[config.mk]
export PLATFORM = sky130hd
export DESIGN_NAME = hazard_control_unit
export DESIGN_NICKNAME = d
export VERILOG_FILES = /design/src/rtl/hazard_pkg.sv /design/src/rtl/hazard_perf_counters.sv /design/src/rtl/hazard_control_unit.sv
export SDC_FILE = /design/constraint.sdc
export NUM_CORES = 1
export LEC_CHECK = 0
export BUFFER_PORTS_ARGS = -buffer_cell sky130_fd_sc_hd__buf_2
export CORE_AREA = 2 2 41 43
export DETAILED_ROUTE_END_ITERATION = 10
export DIE_AREA = 0 0 43 45
export PLACE_DENSITY_LB_ADDON = 0.1
export SLEW_MARGIN = 5
export SYNTH_ARGS = -nofsm -noshare
export SYNTH_HDL_FRONTEND = slang
export SYNTH_SLANG_ARGS = --single-unit
export TNS_END_PERCENT = 10
[constraint.sdc]
create_clock -name clk -period 1.5 [get_ports clk]
set_clock_uncertainty 0.15 [all_clocks]
set_input_delay 0.225 -clock clk [delete_from_list [all_inputs] [get_ports clk]]
set_output_delay 0.225 -clock clk [all_outputs]
set_load 0.005 [all_outputs]
[src/rtl/hazard_pkg.sv]
// rtl/hazard_pkg.sv - shared types and constants for the hazard control unit
// Contents: FSM state enum, architectural zero register index,
//           statistics counter width, saturating increment helper.
package hazard_pkg;

  typedef enum logic {
    ST_IDLE    = 1'b0,
    ST_MC_BUSY = 1'b1
  } hazard_state_e;

  localparam logic [4:0] REG_ZERO = 5'd0;

  localparam int STAT_W = 32;

  // Increment that sticks at all-ones instead of wrapping.
  function automatic logic [STAT_W-1:0] sat_inc(input logic [STAT_W-1:0] val);
    return (&val) ? val : val + 1'b1;
  endfunction

endpackage

[src/rtl/hazard_perf_counters.sv]
// rtl/hazard_perf_counters.sv - saturating hazard event counters
// Ports:
//   clk, rst           clock, synchronous active-high reset (clears counters)
//   lw_stall_i         load-use stall seen in IDLE this cycle
//   mc_stall_i         StallE asserted this cycle
//   flush_i            FlushD asserted this cycle
//   lw_stall_cnt_o     load-use stall cycle count
//   mc_stall_cnt_o     multi-cycle stall cycle count
//   flush_cnt_o        decode flush cycle count
module hazard_perf_counters
  import hazard_pkg::*;
(
  input  logic              clk,
  input  logic              rst,
  input  logic              lw_stall_i,
  input  logic              mc_stall_i,
  input  logic              flush_i,
  output logic [STAT_W-1:0] lw_stall_cnt_o,
  output logic [STAT_W-1:0] mc_stall_cnt_o,
  output logic [STAT_W-1:0] flush_cnt_o
);

  logic [STAT_W-1:0] lw_cnt_q, mc_cnt_q, fl_cnt_q;

  always_ff @(posedge clk) begin
    if (rst) begin
      lw_cnt_q <= '0;
      mc_cnt_q <= '0;
      fl_cnt_q <= '0;
    end else begin
      if (lw_stall_i) lw_cnt_q <= sat_inc(lw_cnt_q);
      if (mc_stall_i) mc_cnt_q <= sat_inc(mc_cnt_q);
      if (flush_i)    fl_cnt_q <= sat_inc(fl_cnt_q);
    end
  end

  assign lw_stall_cnt_o = lw_cnt_q;
  assign mc_stall_cnt_o = mc_cnt_q;
  assign flush_cnt_o    = fl_cnt_q;

endmodule

[src/rtl/hazard_control_unit.sv]
// rtl/hazard_control_unit.sv - pipeline stall/flush generator with multi-cycle EX sequencing
// Optional feature macro: HAZARD_STATS_EN (adds LwStallCnt/McStallCnt/FlushCnt outputs)
// Ports:
//   clk, rst                 clock, synchronous active-high reset
//   RS1D, RS2D               source registers of the Decode instruction
//   RDE, RegWriteE           destination / write enable of the Execute instruction
//   ResultSrcE0              Execute instruction is a load
//   PCSrcE                   taken branch/jump resolved in Execute
//   MCStartE                 first EX cycle of a multi-cycle op
//   StallF/StallD/StallE     hold PC, IF/ID, ID/EX
//   FlushD/FlushE/FlushM     clear IF/ID, ID/EX, bubble EX/MEM
//   MCBusy                   multi-cycle unit enable
module hazard_control_unit
  import hazard_pkg::*;
#(
  parameter int MC_LATENCY = 4,
  parameter int CNT_W      = 4
) (
  input  logic       clk,
  input  logic       rst,
  input  logic [4:0] RS1D,
  input  logic [4:0] RS2D,
  input  logic [4:0] RDE,
  input  logic       RegWriteE,
  input  logic       ResultSrcE0,
  input  logic       PCSrcE,
  input  logic       MCStartE,
  output logic       StallF,
  output logic       StallD,
  output logic       StallE,
  output logic       FlushD,
  output logic       FlushE,
  output logic       FlushM,
  output logic       MCBusy
`ifdef HAZARD_STATS_EN
  ,
  output logic [STAT_W-1:0] LwStallCnt,
  output logic [STAT_W-1:0] McStallCnt,
  output logic [STAT_W-1:0] FlushCnt
`endif
);

  // The start cycle is itself one stall cycle, so MC_BUSY lasts MC_LATENCY-2
  // cycles. With MC_LATENCY=2 the start cycle alone covers the whole stall.
  localparam logic [CNT_W-1:0] MC_LOAD     = CNT_W'(MC_LATENCY - 2);
  localparam bit               MC_HAS_BUSY = (MC_LATENCY > 2);

  hazard_state_e    state_q, state_d;
  logic [CNT_W-1:0] cnt_q, cnt_d;
  logic             lw_stall;

  always_ff @(posedge clk) begin
    if (rst) begin
      state_q <= ST_IDLE;
      cnt_q   <= '0;
    end else begin
      state_q <= state_d;
      cnt_q   <= cnt_d;
    end
  end

  always_comb begin
    lw_stall = ResultSrcE0 & RegWriteE & (RDE != REG_ZERO) &
               ((RDE == RS1D) | (RDE == RS2D));
  end

  always_comb begin
    state_d = state_q;
    cnt_d   = cnt_q;
    StallF  = 1'b0;
    StallD  = 1'b0;
    StallE  = 1'b0;
    FlushD  = 1'b0;
    FlushE  = 1'b0;
    FlushM  = 1'b0;
    MCBusy  = 1'b0;

    unique case (state_q)
      ST_IDLE: begin
        if (PCSrcE) begin
          // A taken branch overrides a coincident MCStartE: the op is on the wrong path.
          StallF = lw_stall;
          StallD = lw_stall;
          FlushD = 1'b1;
          FlushE = 1'b1;
        end else if (MCStartE) begin
          StallF = 1'b1;
          StallD = 1'b1;
          StallE = 1'b1;
          FlushM = 1'b1;
          MCBusy = 1'b1;
          cnt_d  = MC_LOAD;
          if (MC_HAS_BUSY) state_d = ST_MC_BUSY;
        end else begin
          StallF = lw_stall;
          StallD = lw_stall;
          FlushE = lw_stall;
        end
      end

      ST_MC_BUSY: begin
        StallF = 1'b1;
        StallD = 1'b1;
        StallE = 1'b1;
        FlushM = 1'b1;
        MCBusy = 1'b1;
        cnt_d  = cnt_q - 1'b1;
        // Leave once the count reaches zero; <=1 also recovers a stray zero.
        if (cnt_q <= CNT_W'(1)) state_d = ST_IDLE;
      end

      default: begin
        state_d = ST_IDLE;
        cnt_d   = '0;
      end
    endcase
  end

`ifdef HAZARD_STATS_EN
  hazard_perf_counters u_perf (
    .clk            (clk),
    .rst            (rst),
    .lw_stall_i     (lw_stall & (state_q == ST_IDLE)),
    .mc_stall_i     (StallE),
    .flush_i        (FlushD),
    .lw_stall_cnt_o (LwStallCnt),
    .mc_stall_cnt_o (McStallCnt),
    .flush_cnt_o    (FlushCnt)
  );
`endif

endmodule

* Word level (Yosys, flattened, before mapping)
Index checks and enable logic that the tools add are counted.
** Storage, ports and cells
- Logic and storage cells :: 31
- Input port bits :: 21
- Output and inout port bits :: 7
- Register bits after elaboration :: 5
** Operators by class
- Magnitude comparators :: 1
- Add/sub/neg operators :: 1
- Muxes and demuxes :: 16
- Bitwise operators :: 5
- Equality and inequality tests :: 4
- Reductions and logical operators :: 2
** Operators by type and width (number)
- == test 5 bit :: 2
- two-way mux 1 bit :: 10
- two-way mux 4 bit :: 2
- one-hot mux 4 bit (2 select lines) :: 1
- one-hot mux 1 bit (2 select lines) :: 3
- nonzero test 5 bit :: 1
- less-or-equal comparator 4 x 1 -> 1 bit (second input constant) :: 1
- inequality test 2 bit (second input constant) :: 2
- subtractor 4 x 1 -> 4 bit (second input constant) :: 1
- AND 1 bit :: 3
- AND reduction 2 bit :: 1
- inverter 1 bit :: 1
- OR 1 bit :: 1

* Depth between registers and ports, before layout
- Depth in word-level cells :: 6
- Mapped depth :: 5
- Mapped depth without buffers :: 5

* Worst setup path before layout
OpenSTA, ideal clock, no wires.
- Path type :: input port to output port
- From :: in RDE[1]
- To :: out StallF
- Stages :: 4
- Path buffers :: 1
- Setup slack :: -0.039 ns
- Data required time :: 1.125 ns
- Data arrival time :: 1.164 ns
- Cell sequence :: or4_4 o211ai_2 o21ai_1 buf_4
** Between the ends
- Cells in the longest elaborated chain, start to end :: 6
- Elaborated cells on any way between the ends :: 9
- Classes of those cells :: eq/ne (2); mux (3); bitwise (3); reduce/logical (1)
** Ends and longest elaborated chain
- from (decl) :: line hazard_control_unit.sv:23 : input logic [4:0] RDE,
- == test 5 bit or nonzero test 5 bit (tied branches) :: line hazard_control_unit.sv:64, hazard_control_unit.sv:63
- OR 1 bit or AND 1 bit (tied branches) :: line hazard_control_unit.sv:64, hazard_control_unit.sv:63
- AND 1 bit (*) :: line hazard_control_unit.sv:63 : lw_stall = ResultSrcE0 & RegWriteE & (RDE != REG_ZERO) &
- two-way mux 1 bit
- two-way mux 1 bit (*)
- one-hot mux 1 bit (2 select lines) (*)
- to (decl) :: line hazard_control_unit.sv:28 : output logic StallF,
Every way passes the cells marked *; elsewhere a longest branch is shown, timed or not.

* Worst setup path in the final report
- From :: in RDE[1]
- To :: out StallD
** Between the ends
- Cells in the longest elaborated chain, start to end :: 6
- Elaborated cells on any way between the ends :: 9
- Classes of those cells :: eq/ne (2); mux (3); bitwise (3); reduce/logical (1)
** Ends and longest elaborated chain
- == test 5 bit or nonzero test 5 bit (tied branches) :: line hazard_control_unit.sv:64, hazard_control_unit.sv:63
- OR 1 bit or AND 1 bit (tied branches) :: line hazard_control_unit.sv:64, hazard_control_unit.sv:63
- AND 1 bit (*) :: line hazard_control_unit.sv:63
- two-way mux 1 bit :: line hazard_control_unit.sv:86 : end else if (MCStartE) begin
- two-way mux 1 bit (*) :: line hazard_control_unit.sv:80 : if (PCSrcE) begin
- one-hot mux 1 bit (2 select lines) (*) :: line hazard_control_unit.sv:78 : unique case (state_q)
- to (decl) :: line hazard_control_unit.sv:29 : output logic StallD,
Marked as above.

==> impl_metrics.tcl <==
set metrics [dict create \
    fp-row-count 14 \
    drc 0 \
    grt_antenna_before_repair 0 \
    cts-root-buf "clkbuf_4" \
    ir_worst_vdd_mv 0.2533 \
    maxCapViolations 0 \
    relSlewSlack_pct 85.72 \
    holdWs_ps 51.91 \
    p_sw_share_pct 30.69 \
    final_common_cell "buf_2" \
    synth_top_area_share_pct 23.19 \
    synth_xor_area_share_pct 20.29 \
    internal-power_w 0.0003286 \
    violations "negative setup slack" \
    worstMarginPinSlew_ps 211.8 \
    dieWidth_um 43 \
    netlist_instances 51 \
    cts_tree "yes" \
    initial_core_util_pct 29.34 \
    clkLatencyLatePin_ps 250 \
    critPathKind "primary input to output pin" \
    start_kind "primary input" \
    syn_area_um2 431.7 \
    drt_first_pass_iters 2 \
    place_congestion 0.7350 \
    mostFrequentLayoutCells "25 x buf_2, 10 x xor2_1, 5 x inv_1" \
    drt_iter0_markers 3 \
    die_y_um 45 \
    antenna_cells 0 \
    cp-end-kind "output pin" \
    synth_compound_area_share_pct 20.87 \
    period_needed_ps 1632 \
    drt-vias-per-instance 4.667 \
    power_w 0.0004742 \
    hold_class "primary input to register" \
    wirelength_um 930 \
    status "complete, but fails checks" \
    core_area_um2 1471 \
    synth_fa_ha_area_share_pct 5.797 \
    leakage_nw 0.3058 \
    synth_top_family_by_area "compound AO/OA/AOI/OAI gates" \
    wire_per_inst_um 9.688 \
    grt_pass1_vias 389 \
    portBuffers 27 \
    fin_tns_setup_ps -381.2 \
    netlist_top_cells_area "dfxtp_1 23%, xor2_1 20%, ha_1 5.8%, buf_4 5.2%, nor3_1 4.6%" \
    clkTransAtPathRegs_ps 50 \
    yosysWarningCount 0 \
    layout_setup_ws_ps -131.6 \
    grt_pass1_wl_um 1552 \
    slew_violations 0 \
    clk_path_buf_depth 2 \
    ctsHoldBuffers 0 \
    seqPwrFrac_pct 33.0 \
    syn_to_final_growth_pct 46.38 \
    power.switching_w 0.0001455 \
    setup_violations 3 \
    grt_usage_pct 10.84 \
    rsz0062_at_grt "true" \
    cp.arrival_ps 1260 \
    vias 448 \
    p_clk_share_pct 33.9 \
    drive_gt1_share_pct 48.75 \
    grt_max_degree 8 \
    avgSynthCellArea_um2 8.464 \
    cp_max_fo 3 \
    numClockSinks 5 \
    yosysTopAreaCell "dfxtp_1" \
    synth.area.mux_share_pct 2.319 \
    dpl.hpwl_um 791.5 \
    required_ps 1120 \
    fmax_ghz 0.6129 \
    hold_violations 0 \
    syn-num-nets 74 \
    ant_nets 0 \
    die_area_um2 1935 \
    htree_num_levels 1 \
    power_density_nw_per_um2 750.4 \
    yosysSeqAreaShare_pct 23.19 \
    post-place-ws_ps -181.7 \
    ios 28 \
    grt_overflow 0 \
    pwr-share-comb_pct 33.1 \
    yosys.area_share.simple_pct 16.81 \
    synth_seq_cells 5 \
    ys_types 23 \
    period_share_pct 108.8 \
    cts_inserted_buffers 3 \
    postCtsSetupBuffers 0 \
    nets 104 \
]
## metrics by stage
| step | cells | cell area (um2) | util [%] |
|---|---|---|---|
| after global placement | 92 | 574.3 | 39.03 |
| after detailed placement | 92 | 574.3 | 39.03 |
| final | 96 | 631.9 | 42.94 |
| after global routing | 96 | 631.9 | 42.94 |
| after floorplan | 51 | 431.7 | - |
| after CTS | 96 | 630.6 | 42.86 |
## layer usage
| metal | vias up | global-route usage, % | routed length (um) |
|---|---|---|---|
| li1 | 230 | - | - |
| met1 | 196 | 12.68 | 404 |
| met3 | 2 | 2.800 | 79 |
| met5 | - | 0 | 0 |
| met4 | 0 | 7.273 | 29 |
| met2 | 20 | 17.58 | 417 |
## logic make-up (layout without fill, tap and decap cells)
logic type,after synthesis,after routing
buffers and inverters,9,38
multiplexers,1,1
XOR/XNOR,10,10
AND/OR/NAND/NOR,13,13
adder cells (fa/ha/maj),2,2
flip-flops,5,5
AO/OA/AOI/OAI,11,11
## cell usage after synthesis
cell,n
o41ai_2,1
o21ai_0,1
nor2b_1,1
buf_2,1
a211oi_1,1
inv_1,5
buf_4,3
a221oi_1,1
a21oi_1,2
nor3_1,4
nor2_1,4
a21oi_2,1
mux2i_1,1
nand2b_1,2
nand3b_1,1
a22oi_1,1
o21ai_1,1
xor2_1,10
or4_4,1
a311oi_1,1
dfxtp_1,5
o211ai_2,1
ha_1,2
## worst paths after layout
path / end / slack, ps / from / cells past startpoint
worst min-delay path: state_q / 50 / rst / 2
worst max-delay path: StallD / -130 / RDE[1] / 5
worst min register to register: cnt_q[3] / 350 / cnt_q[3] / 1
worst max register to register: state_q / 250 / cnt_q[0] / 5
## worst max-delay path, cell delays in order
cell      delay [ps]
buf_6            100
or4_4            530
o211ai_2         180
o21ai_1           90
buf_2            140
## what timing repair did
item	CTS	global route
endpoints found under the setup margin	6	6
resized for setup	6	1
pin swaps	2	3
## flip-flops by register name, summed over array words and instances (netlist names)
signal and cells:
cnt_q 4, state_q 1
## cell type report
type	count	area, um2
Sequential cell	5	101.3
Clock buffer	4	26.28
Timing Repair Buffer	29	162.7
Multi-Input combinational cell	37	302.8
Tap cell	16	20.02
Inverter	5	18.77
Fill cell	170	839.6
## power groups by stage
stage / combinational, W / sequential [W] / clock, W
floorplan: 0.0000941 / 0.000153 / 0
global placement: 0.000150 / 0.000158 / 0
detailed placement: 0.000149 / 0.000158 / 0
CTS: 0.000160 / 0.000156 / 0.000170
global route: 0.000175 / 0.000159 / 0.000174
finish: 0.000157 / 0.000157 / 0.000161
No activity file was read; power rests on OpenSTA's default activity.
